<file path="src/rtl/alu_wb_queue_pkg.sv">
// Shared parameters and helpers for the ALU writeback queue.
// Entry layout is {valid, rd, data}; the offsets below describe that packing.
`ifndef DATA_WIDTH
`define DATA_WIDTH 32
`endif

package alu_wb_queue_pkg;
  localparam int WBQ_DEPTH     = 4;
  localparam int WBQ_PTR_W     = $clog2(WBQ_DEPTH);
  localparam int WBQ_RD_W      = 5;
  localparam int WBQ_DATA_W    = `DATA_WIDTH;
  localparam int WBQ_DATA_LSB  = 0;
  localparam int WBQ_RD_LSB    = WBQ_DATA_LSB + WBQ_DATA_W;
  localparam int WBQ_VALID_BIT = WBQ_RD_LSB + WBQ_RD_W;

  // A result is worth storing only if the uop writes a non-x0 destination.
  function automatic logic wbq_writes(input logic wr_en, input logic rd_nonzero);
    return wr_en & rd_nonzero;
  endfunction
endpackage

</file>
<file path="src/rtl/wbq_fwd_match.sv">
// Age-ordered search of the writeback queue for a pending source register.
// Scans oldest to youngest so the youngest matching entry wins.
module wbq_fwd_match
  import alu_wb_queue_pkg::*;
#(
  parameter int DEPTH      = WBQ_DEPTH,
  parameter int RD_WIDTH   = WBQ_RD_W,
  parameter int DATA_WIDTH = WBQ_DATA_W,
  parameter int PTR_W      = $clog2(DEPTH)
) (
  input  logic [DEPTH-1:0]                 ent_valid,
  input  logic [DEPTH-1:0][RD_WIDTH-1:0]   ent_rd,
  input  logic [DEPTH-1:0][DATA_WIDTH-1:0] ent_data,
  input  logic [PTR_W-1:0]                 rd_ptr,
  input  logic [RD_WIDTH-1:0]              rs,
  output logic                             hit,
  output logic [DATA_WIDTH-1:0]            data
);

  logic [PTR_W-1:0] idx;

  always_comb begin
    hit  = 1'b0;
    data = '0;
    idx  = '0;
    for (int i = 0; i < DEPTH; i++) begin
      idx = rd_ptr + PTR_W'(i);
      if (ent_valid[idx] && (ent_rd[idx] == rs) && (rs != '0)) begin
        hit  = 1'b1;
        data = ent_data[idx];
      end
    end
  end

endmodule

</file>
<file path="src/rtl/alu_wb_queue.sv">
// In-order writeback queue between the adder and the register-file write port.
// Optional source forwarding search is enabled by defining WBQ_FWD_EN.
`ifndef DATA_WIDTH
`define DATA_WIDTH 32
`endif

module alu_wb_queue
  import alu_wb_queue_pkg::*;
#(
  parameter int DATA_WIDTH = `DATA_WIDTH,
  parameter int DEPTH      = WBQ_DEPTH,
  parameter int RD_WIDTH   = WBQ_RD_W,
  parameter int PTR_W      = $clog2(DEPTH),
  parameter int CNT_W      = $clog2(DEPTH) + 1
) (
  input  logic                  clk,
  input  logic                  reset,
  input  logic                  in_valid,
  input  logic                  in_wr_en,
  input  logic [RD_WIDTH-1:0]   in_rd,
  input  logic [DATA_WIDTH-1:0] in_data,
  output logic                  in_ready,
  output logic                  wb_valid,
  output logic [RD_WIDTH-1:0]   wb_rd,
  output logic [DATA_WIDTH-1:0] wb_data,
  input  logic                  wb_grant,
  output logic [CNT_W-1:0]      count,
  output logic                  ovf_err
`ifdef WBQ_FWD_EN
  ,
  input  logic [RD_WIDTH-1:0]   fwd_rs1,
  input  logic [RD_WIDTH-1:0]   fwd_rs2,
  output logic                  fwd_hit1,
  output logic                  fwd_hit2,
  output logic [DATA_WIDTH-1:0] fwd_data1,
  output logic [DATA_WIDTH-1:0] fwd_data2
`endif
);

  logic [DEPTH-1:0]                 valid_q, valid_d;
  logic [DEPTH-1:0][RD_WIDTH-1:0]   rd_q, rd_d;
  logic [DEPTH-1:0][DATA_WIDTH-1:0] data_q, data_d;
  logic [PTR_W-1:0]                 wr_ptr_q, wr_ptr_d;
  logic [PTR_W-1:0]                 rd_ptr_q, rd_ptr_d;
  logic [CNT_W-1:0]                 count_q, count_d;
  logic                             ovf_q, ovf_d;

  logic full;
  logic writes;
  logic push;
  logic pop;

  // Full depends only on registered count, so grant never reaches in_ready.
  assign full     = (count_q == CNT_W'(DEPTH));
  assign in_ready = ~full;
  assign writes   = in_valid & wbq_writes(in_wr_en, in_rd != '0);
  assign push     = writes & ~full;
  assign wb_valid = valid_q[rd_ptr_q];
  assign pop      = wb_valid & wb_grant;
  assign wb_rd    = wb_valid ? rd_q[rd_ptr_q] : '0;
  assign wb_data  = wb_valid ? data_q[rd_ptr_q] : '0;
  assign count    = count_q;
  assign ovf_err  = ovf_q;

  always_comb begin
    valid_d  = valid_q;
    rd_d     = rd_q;
    data_d   = data_q;
    wr_ptr_d = wr_ptr_q;
    rd_ptr_d = rd_ptr_q;
    count_d  = count_q;
    ovf_d    = ovf_q | (writes & full);
    if (pop) begin
      valid_d[rd_ptr_q] = 1'b0;
      rd_ptr_d          = rd_ptr_q + 1'b1;
    end
    if (push) begin
      valid_d[wr_ptr_q] = 1'b1;
      rd_d[wr_ptr_q]    = in_rd;
      data_d[wr_ptr_q]  = in_data;
      wr_ptr_d          = wr_ptr_q + 1'b1;
    end
    case ({push, pop})
      2'b10:   count_d = count_q + 1'b1;
      2'b01:   count_d = count_q - 1'b1;
      default: count_d = count_q;
    endcase
  end

  always_ff @(posedge clk) begin
    if (reset) begin
      valid_q  <= '0;
      rd_q     <= '0;
      data_q   <= '0;
      wr_ptr_q <= '0;
      rd_ptr_q <= '0;
      count_q  <= '0;
      ovf_q    <= 1'b0;
    end else begin
      valid_q  <= valid_d;
      rd_q     <= rd_d;
      data_q   <= data_d;
      wr_ptr_q <= wr_ptr_d;
      rd_ptr_q <= rd_ptr_d;
      count_q  <= count_d;
      ovf_q    <= ovf_d;
    end
  end

`ifdef WBQ_FWD_EN
  wbq_fwd_match #(
    .DEPTH(DEPTH), .RD_WIDTH(RD_WIDTH), .DATA_WIDTH(DATA_WIDTH), .PTR_W(PTR_W)
  ) u_fwd1 (
    .ent_valid(valid_q), .ent_rd(rd_q), .ent_data(data_q), .rd_ptr(rd_ptr_q),
    .rs(fwd_rs1), .hit(fwd_hit1), .data(fwd_data1)
  );

  wbq_fwd_match #(
    .DEPTH(DEPTH), .RD_WIDTH(RD_WIDTH), .DATA_WIDTH(DATA_WIDTH), .PTR_W(PTR_W)
  ) u_fwd2 (
    .ent_valid(valid_q), .ent_rd(rd_q), .ent_data(data_q), .rd_ptr(rd_ptr_q),
    .rs(fwd_rs2), .hit(fwd_hit2), .data(fwd_data2)
  );
`endif

endmodule
</file>
<file path="config.mk">
export PLATFORM = sky130hd
export DESIGN_NAME = alu_wb_queue
export DESIGN_NICKNAME = d
export VERILOG_FILES = /design/src/rtl/alu_wb_queue_pkg.sv /design/src/rtl/wbq_fwd_match.sv /design/src/rtl/alu_wb_queue.sv
export SDC_FILE = /design/constraint.sdc
export NUM_CORES = 1
export LEC_CHECK = 0
export ABC_AREA = 1
export CAP_MARGIN = 20
export CORE_MARGIN = 2
export CORE_UTILIZATION = 52
export CTS_CLUSTER_SIZE = 20
export DETAILED_ROUTE_END_ITERATION = 8
export HOLD_SLACK_MARGIN = 0.08
export PLACE_DENSITY = 0.86
export SLEW_MARGIN = 30
export SYNTH_ARGS = -nofsm -noshare
export SYNTH_HDL_FRONTEND = slang
export SYNTH_HIERARCHICAL = 1
export SYNTH_SLANG_ARGS = --single-unit
</file>
<file path="constraint.sdc">
create_clock -name clk -period 2 [get_ports clk]
set_input_delay 0.5 -clock clk [delete_from_list [all_inputs] [get_ports clk]]
set_output_delay 0.5 -clock clk [all_outputs]
set_load 0.02 [all_outputs]
</file>
==> metrics.csv, run 1 <==
stage;metric;value;unit
timing;fin crit share;1.126;
final_layout;Synth-to-Final Area Change;31.05;%
setup_path;Top cell by count, worst path;nand2_4;
floorplan;die footprint;16580;µm²
global_routing;vias in the first global route;7287;
power;Max IR drop VDD;0.6683;mV
placed_design;Post-DP HPWL;12090;µm
global_routing;Tot GR Track Use;0.2517;
clocking;# clock sinks;160;
synthesis;Syn Inst Count;1316;
timing;setup ws final;-0.2520;ns
timing;Final Hold Fails;0;
clocking;maximum clock path buffer count;2;
global_routing;first-pass GRT wire length;33840;µm
final_layout;# fillers;1110;
power;pwr dens;801.0;nW/µm²
synthesis;Yosys top cell area share;0.3956;
synthesis;Synth area leaders;dfxtp_1, nand2_1, nor2_1, inv_1, a21oi_1;
floorplan;Core Region;15200;µm²
global_routing;largest net degree at the start of global routing;41;
timing;RSZ-0062 raised after global routing;true;
timing;Slew Viols, Final;0;
clocking;Clock Latency Late Sink;0.43;ns
global_routing;M3 GR Usage;0.05405;
global_routing;initial antenna violation count;0;
setup_path;Setup crit start kind;flop;
routing;drt first pass iters;5;
clocking;clock-pin slew on the worst setup and hold paths;0.06;ns
setup_path;slowest CP cell;dfxtp_4;
setup_path;worst endpoint required time;1.50;ns
floorplan;IO Pins;85;
synthesis;synthesized area;8097;µm²
placed_design;Port Buffers;84;
synthesis;Synth area leader;dfxtp_1;
synthesis;Synth cell types;21;
timing;Clock Skew;0.01539;ns
final_layout;commonest non-fill, non-tap cell in the layout;nand2_1;
global_routing;met2 Usage GRT;0.4199;
synthesis;Post-Syn Nets;1368;
setup_path;max incr delay on CP;0.43;ns
synthesis;Yosys warnings;6;
timing;Fmax;444.1;MHz
global_routing;GRT busiest layer;met2;
timing;worst-margin pin slew;0.3326;ns
routing;Initial DRC Count;738;
flow_run;max_cap viols;0;
clocking;CTS buffer count;17;
timing;smallest hold slack;0.4840;ns
routing;via count;8065;
routing;WL per Instance;12.93;µm
clocking;H-tree levels;4;
floorplan;FP Rows;45;
clocking;CTS root buf;clkbuf_16;
final_layout;nets;1469;
floorplan;die height;128.8;µm
clocking;hold_buf cts;0;
floorplan;Die X;128.8;µm
placed_design;routability cong.;0.8231;
clocking;CTS tree;done;
final_layout;Inserted Diodes;0;
global_routing;global route total overflow;0;
routing;Post-DRT Antenna Nets;0;
synthesis;FF+latch count, synth;160;
floorplan;Starting Density;0.5326;
final_layout;register area;3208;µm²
timing;sum of negative setup slack;-7.691;ns
setup_path;critical path class;reg -> out;
setup_path;CP arrival;1.75;ns
final_layout;most frequent cells in the layout;nand2_1, nor2_1, inv_1;
outcome;status;finished, violations left;
power;Static Leak;0.005807;µW
hold_path;Hold Crit Class;reg -> reg;
routing;vias per inst;4.994;
synthesis;Synth Area per Inst;6.152;µm²
outcome;failing checks;negative setup slack;
timing;minimum clock period;2.252;ns
timing;count of final setup violators;40;
routing;Routed Wire Length;20870;µm
synthesis;sequential fraction of the synthesis area;0.3956;
setup_path;worst-path fanout max;7;
setup_path;critical-path cell list;inv_8 -> nand2_4 -> nand3_4 -> nand2_4 -> inv_4 -> buf_12 -> clkbuf_16 -> nand2_2 -> inv_2 -> buf_6;
final_layout;share of layout cells above drive strength 1;0.1745;
setup_path;endpoint class of the critical path;output pin;
routing;drt drc;0;
final_layout;Multi-input gate area;4036;µm²
global_routing;met1 usage;0.3229;
timing;relative slew slack;0.7783;
==> worst max-delay path: cells and delay by family, from the launching register on <==
kind          cells  cell delay (ns)
buf+inv           6             0.57
simple gates      4             0.32
flops             1             0.43
==> layer usage <==
layer / share of wire / vias up
met5: 0 / -
met4: 0.019 / 0
li1: - / 4086
met3: 0.059 / 41
met2: 0.48 / 270
met1: 0.44 / 3668
==> cell type report <==
| cell class | instances | area share |
|---|---|---|
| flip-flops and latches | 160 | 0.3024 |
| well taps | 188 | 0.02217 |
| repair buffers | 159 | 0.1676 |
| inverters | 201 | 0.07229 |
| multi-input cells | 878 | 0.3804 |
| clock inverters | 6 | 0.01014 |
| clock buffers | 23 | 0.04505 |
==> sequential cells by signal (all words and copies together), names as in the netlist <==
register  count
wr_ptr_q      2
ovf_err       1
rd_ptr_q      2
valid_q       4
count         3
rd_q         20
data_q      128
==> worst paths after layout <==
| kind | startpoint | endpoint | slack [ns] | depth (start not counted) |
|---|---|---|---|---|
| worst max register to register | rd_ptr_q[0] | count[2] | -0.01 | 14 |
| worst min-delay path | ovf_err | ovf_err | 0.48 | 1 |
| worst min register to register | ovf_err | ovf_err | 0.48 | 1 |
| worst max-delay path | rd_ptr_q[0] | wb_data[1] | -0.25 | 10 |
==> what timing repair did <==
action,CTS,global route
cloned,1,2
endpoints found under the hold margin,0,0
pin swaps,14,26
setup endpoints to repair,41,44
resized for setup,273,118
buffers inserted,21,2
==> power by group <==
group / switching (µW) / total [µW] / internal, µW
clock network: 1240 / 3270 / 2040
registers: 63.9 / 3390 / 3320
logic: 1060 / 1840 / 780
==> metrics by stage <==
stage                     cell area [µm²]  setup WS, ns  cells    util  power, µW
after global routing                10610       -0.2970   1615  0.6979       8840
after CTS                           10290       -0.1856   1619  0.6770       8313
after floorplan                      8097      0.009241   1316       -       4286
after global placement               9370       -0.4489   1568  0.6164       4825
after detailed placement             9370       -0.5124   1568  0.6164       4851
final                               10610       -0.2520   1615  0.6979       8499
==> cell usage after synthesis <==
cell type and n:
a21oi_1 83, buf_1 5, buf_2 23, buf_4 13, buf_6 12, clkbuf_1 24, dfxtp_1 160, fa_1 1
ha_1 9, inv_1 198, inv_2 3, nand2_1 385, nand3_1 2, nand3_2 3, nand3_4 1, nand4_1 4
nand4_2 4, nor2_1 304, nor2_2 2, o21a_1 1, o21ai_0 79
==> logic make-up (layout without fill, tap and decap cells) <==
kind of cell             after synthesis  after routing  share of synthesized area
AO/OA/AOI/OAI                        163            163                     0.1011
adder cells (fa/ha/maj)               10             10                    0.01638
buffers and inverters                278            389                     0.1496
flip-flops                           160            160                     0.3956
AND/OR/NAND/NOR                      705            705                     0.3374
No activity file was read; power rests on OpenSTA's default activity.
==> run 2: changes to the inputs <==
--- a/config.mk
+++ b/config.mk
@@ -13,6 +13,7 @@
 export DETAILED_ROUTE_END_ITERATION = 8
 export HOLD_SLACK_MARGIN = 0.08
 export PLACE_DENSITY = 0.86
+export RECOVER_POWER = 25
 export SLEW_MARGIN = 30
 export SYNTH_ARGS = -nofsm -noshare
 export SYNTH_HDL_FRONTEND = slang
==> metrics.csv, run 2 (synthesis gave the netlist of run 1 again) <==
stage;metric;value;unit
setup_path;end of the worst register-to-register path;count[2];
power;switching power of the nets;2358;µW
power;Tot Pwr;8496;µW
routing;vias per inst;4.977;
global_routing;initial antenna violation count;0;
power;Int Power;6137;µW
hold_path;Hold Crit Class;reg -> reg;
global_routing;vias in the first global route;7287;
hold_path;worst hold stages;1;
placed_design;pre-CTS WS;-0.5124;ns
setup_path;Top cell by count, worst path;nand2_4;
routing;drt first pass iters;5;
clocking;CTS root buf;clkbuf_16;
hold_path;Hold EP;ovf_err;
clocking;CTS buffer count;17;
setup_path;critical-path cell list;inv_8 -> nand2_4 -> nand3_4 -> nand2_4 -> inv_4 -> buf_12 -> clkbuf_16 -> nand2_2 -> inv_2 -> buf_6;
floorplan;die height;128.8;µm
setup_path;WP buf/inv;6;
floorplan;FP Rows;45;
setup_path;slowest CP cell;dfxtp_4;
setup_path;worst endpoint required time;1.50;ns
power;sw frac;0.2776;
hold_path;Hold Crit Start;ovf_err;
routing;Initial DRC Count;738;
setup_path;R2R cell count;14;
final_layout;most frequent cells in the layout;nand2_1, nor2_1, inv_1;
clocking;maximum clock path buffer count;2;
final_layout;# fillers;1112;
clocking;H-tree levels;4;
timing;Slew Viols, Final;0;
setup_path;Crit Reg-Reg Startpoint;rd_ptr_q[0];
global_routing;first-pass GRT wire length;33840;µm
power;Max IR drop VDD;0.6681;mV
floorplan;IO Pins;85;
global_routing;largest net degree at the start of global routing;41;
setup_path;max incr delay on CP;0.43;ns
floorplan;Die X;128.8;µm
timing;worst-margin pin slew;0.4988;ns
power;clock power share;0.385;
final_layout;Multi-input gate area;4031;µm²
final_layout;number of flip-flops under the largest register name;128;
routing;drt drc;0;
timing;RSZ-0062 raised after global routing;true;
timing;minimum clock period;2.248;ns
final_layout;Synth-to-Final Area Change;30.94;%
routing;WL per Instance;12.93;µm
outcome;status;finished, violations left;
setup_path;worst-path fanout max;7;
placed_design;Port Buffers;84;
floorplan;die footprint;16580;µm²
routing;via count;8038;
final_layout;nets;1469;
placed_design;Post-DP HPWL;12090;µm
clocking;# clock sinks;160;
setup_path;endpoint class of the critical path;output pin;
floorplan;Core Region;15200;µm²
setup_path;Setup crit start kind;flop;
final_layout;share of layout cells above drive strength 1;0.1731;
timing;Clock Skew;0.01522;ns
routing;Routed Wire Length;20880;µm
global_routing;global route total overflow;0;
timing;relative slew slack;0.6675;
power;Comb power frac;0.216;
final_layout;register area;3208;µm²
placed_design;routability cong.;0.8231;
placed_design;area post-placement;9370;µm²
routing;Post-DRT Antenna Nets;0;
setup_path;CP arrival;1.75;ns
power;pwr dens;801.4;nW/µm²
timing;Final Hold Fails;0;
final_layout;cell area after layout;10600;µm²
timing;count of final setup violators;43;
final_layout;top flop regs;data_q x128, rd_q x20, valid_q x4;
timing;fin crit share;1.124;
final_layout;commonest non-fill, non-tap cell in the layout;nand2_1;
clocking;hold_buf cts;0;
floorplan;Starting Density;0.5326;
setup_path;CP top delay family;buffers and inverters;
timing;setup ws final;-0.2478;ns
outcome;failing checks;negative setup slack;
power;Seq pwr share;0.399;
power;Static Leak;0.005802;µW
setup_path;flop2flop setup slack;-0.01;ns
timing;Fmax;444.9;MHz
final_layout;Inserted Diodes;0;
flow_run;max_cap viols;0;
clocking;Clock Latency Late Sink;0.43;ns
clocking;clock-pin slew on the worst setup and hold paths;0.06;ns
clocking;CTS tree;done;
final_layout;Biggest register;data_q;
setup_path;critical path class;reg -> out;
global_routing;Tot GR Track Use;0.2517;
## run 2: metrics by stage
step,hold WS [ns],setup TNS (ns),util,instances
2_1_floorplan,0.4337,0,-,1316
3_3_place_gp,0.4490,-9.221,0.6164,1568
3_5_place_dp,0.4526,-12.46,0.6164,1568
4_1_cts,0.4618,-6.639,0.6770,1619
5_1_grt,0.5211,-18.05,0.6974,1615
6_report,0.4839,-7.829,0.6974,1615
## run 2: worst max path at each step
stage	from	cells after the start	end	slack, ns
floorplan	count[0]	11	count[2]	0.009
detailed placement	in_rd[4]	12	count[2]	-0.51
global placement	in_rd[4]	12	count[2]	-0.45
finish	rd_ptr_q[0]	10	wb_data[1]	-0.25
CTS	rd_ptr_q[0]	10	wb_rd[0]	-0.19
global route	rd_ptr_q[0]	7	wb_rd[0]	-0.30
## run 2: cell type report
class                      count  area share
clock buffer                  23     0.04508
clock inverter                 6     0.01015
inverter                     201     0.07235
multi-input combinational    878      0.3803
sequential                   160      0.3026
tap                          188     0.02219
timing repair buffer         159      0.1674
## run 2: worst register-to-register path, stage by stage (launching register included)
cell and delay (ns):
dfxtp_4 0.39, inv_8 0.11, nand2_4 0.06, nand3_4 0.08
nand2_4 0.06, buf_4 0.15, nor2_2 0.11, ha_1 0.16
inv_1 0.06, fa_2 0.34, nor2_1 0.10, nor2_1 0.04
nand2_1 0.06, o21ai_0 0.07, a21oi_1 0.13
## run 2: timing repair
item                                    4_1_cts  5_1_grt
hold endpoints to repair                      0        0
pin swaps                                    14       26
gates resized for setup                     273      118
endpoints found under the setup margin       41       44
buffers inserted                             21        2
cloned                                        1        2
## run 2: per-layer routing
metal / vias up / part of all wire / wire [µm] / GRT usage
li1: 4086 / - / - / -
met2: 265 / 0.48 / 10090 / 0.4199
met5: - / 0 / 0 / 0
met1: 3648 / 0.44 / 9185 / 0.3229
met3: 39 / 0.058 / 1214 / 0.05405
met4: 0 / 0.019 / 387 / 0.08951
## run 2: power by group through the flow
stage	clock network, µW	logic, µW	registers (µW)
2_1_floorplan	0	844	3440
3_3_place_gp	0	1380	3440
3_5_place_dp	0	1400	3450
4_1_cts	3290	1650	3380
5_1_grt	3440	2000	3400
6_report	3270	1840	3390
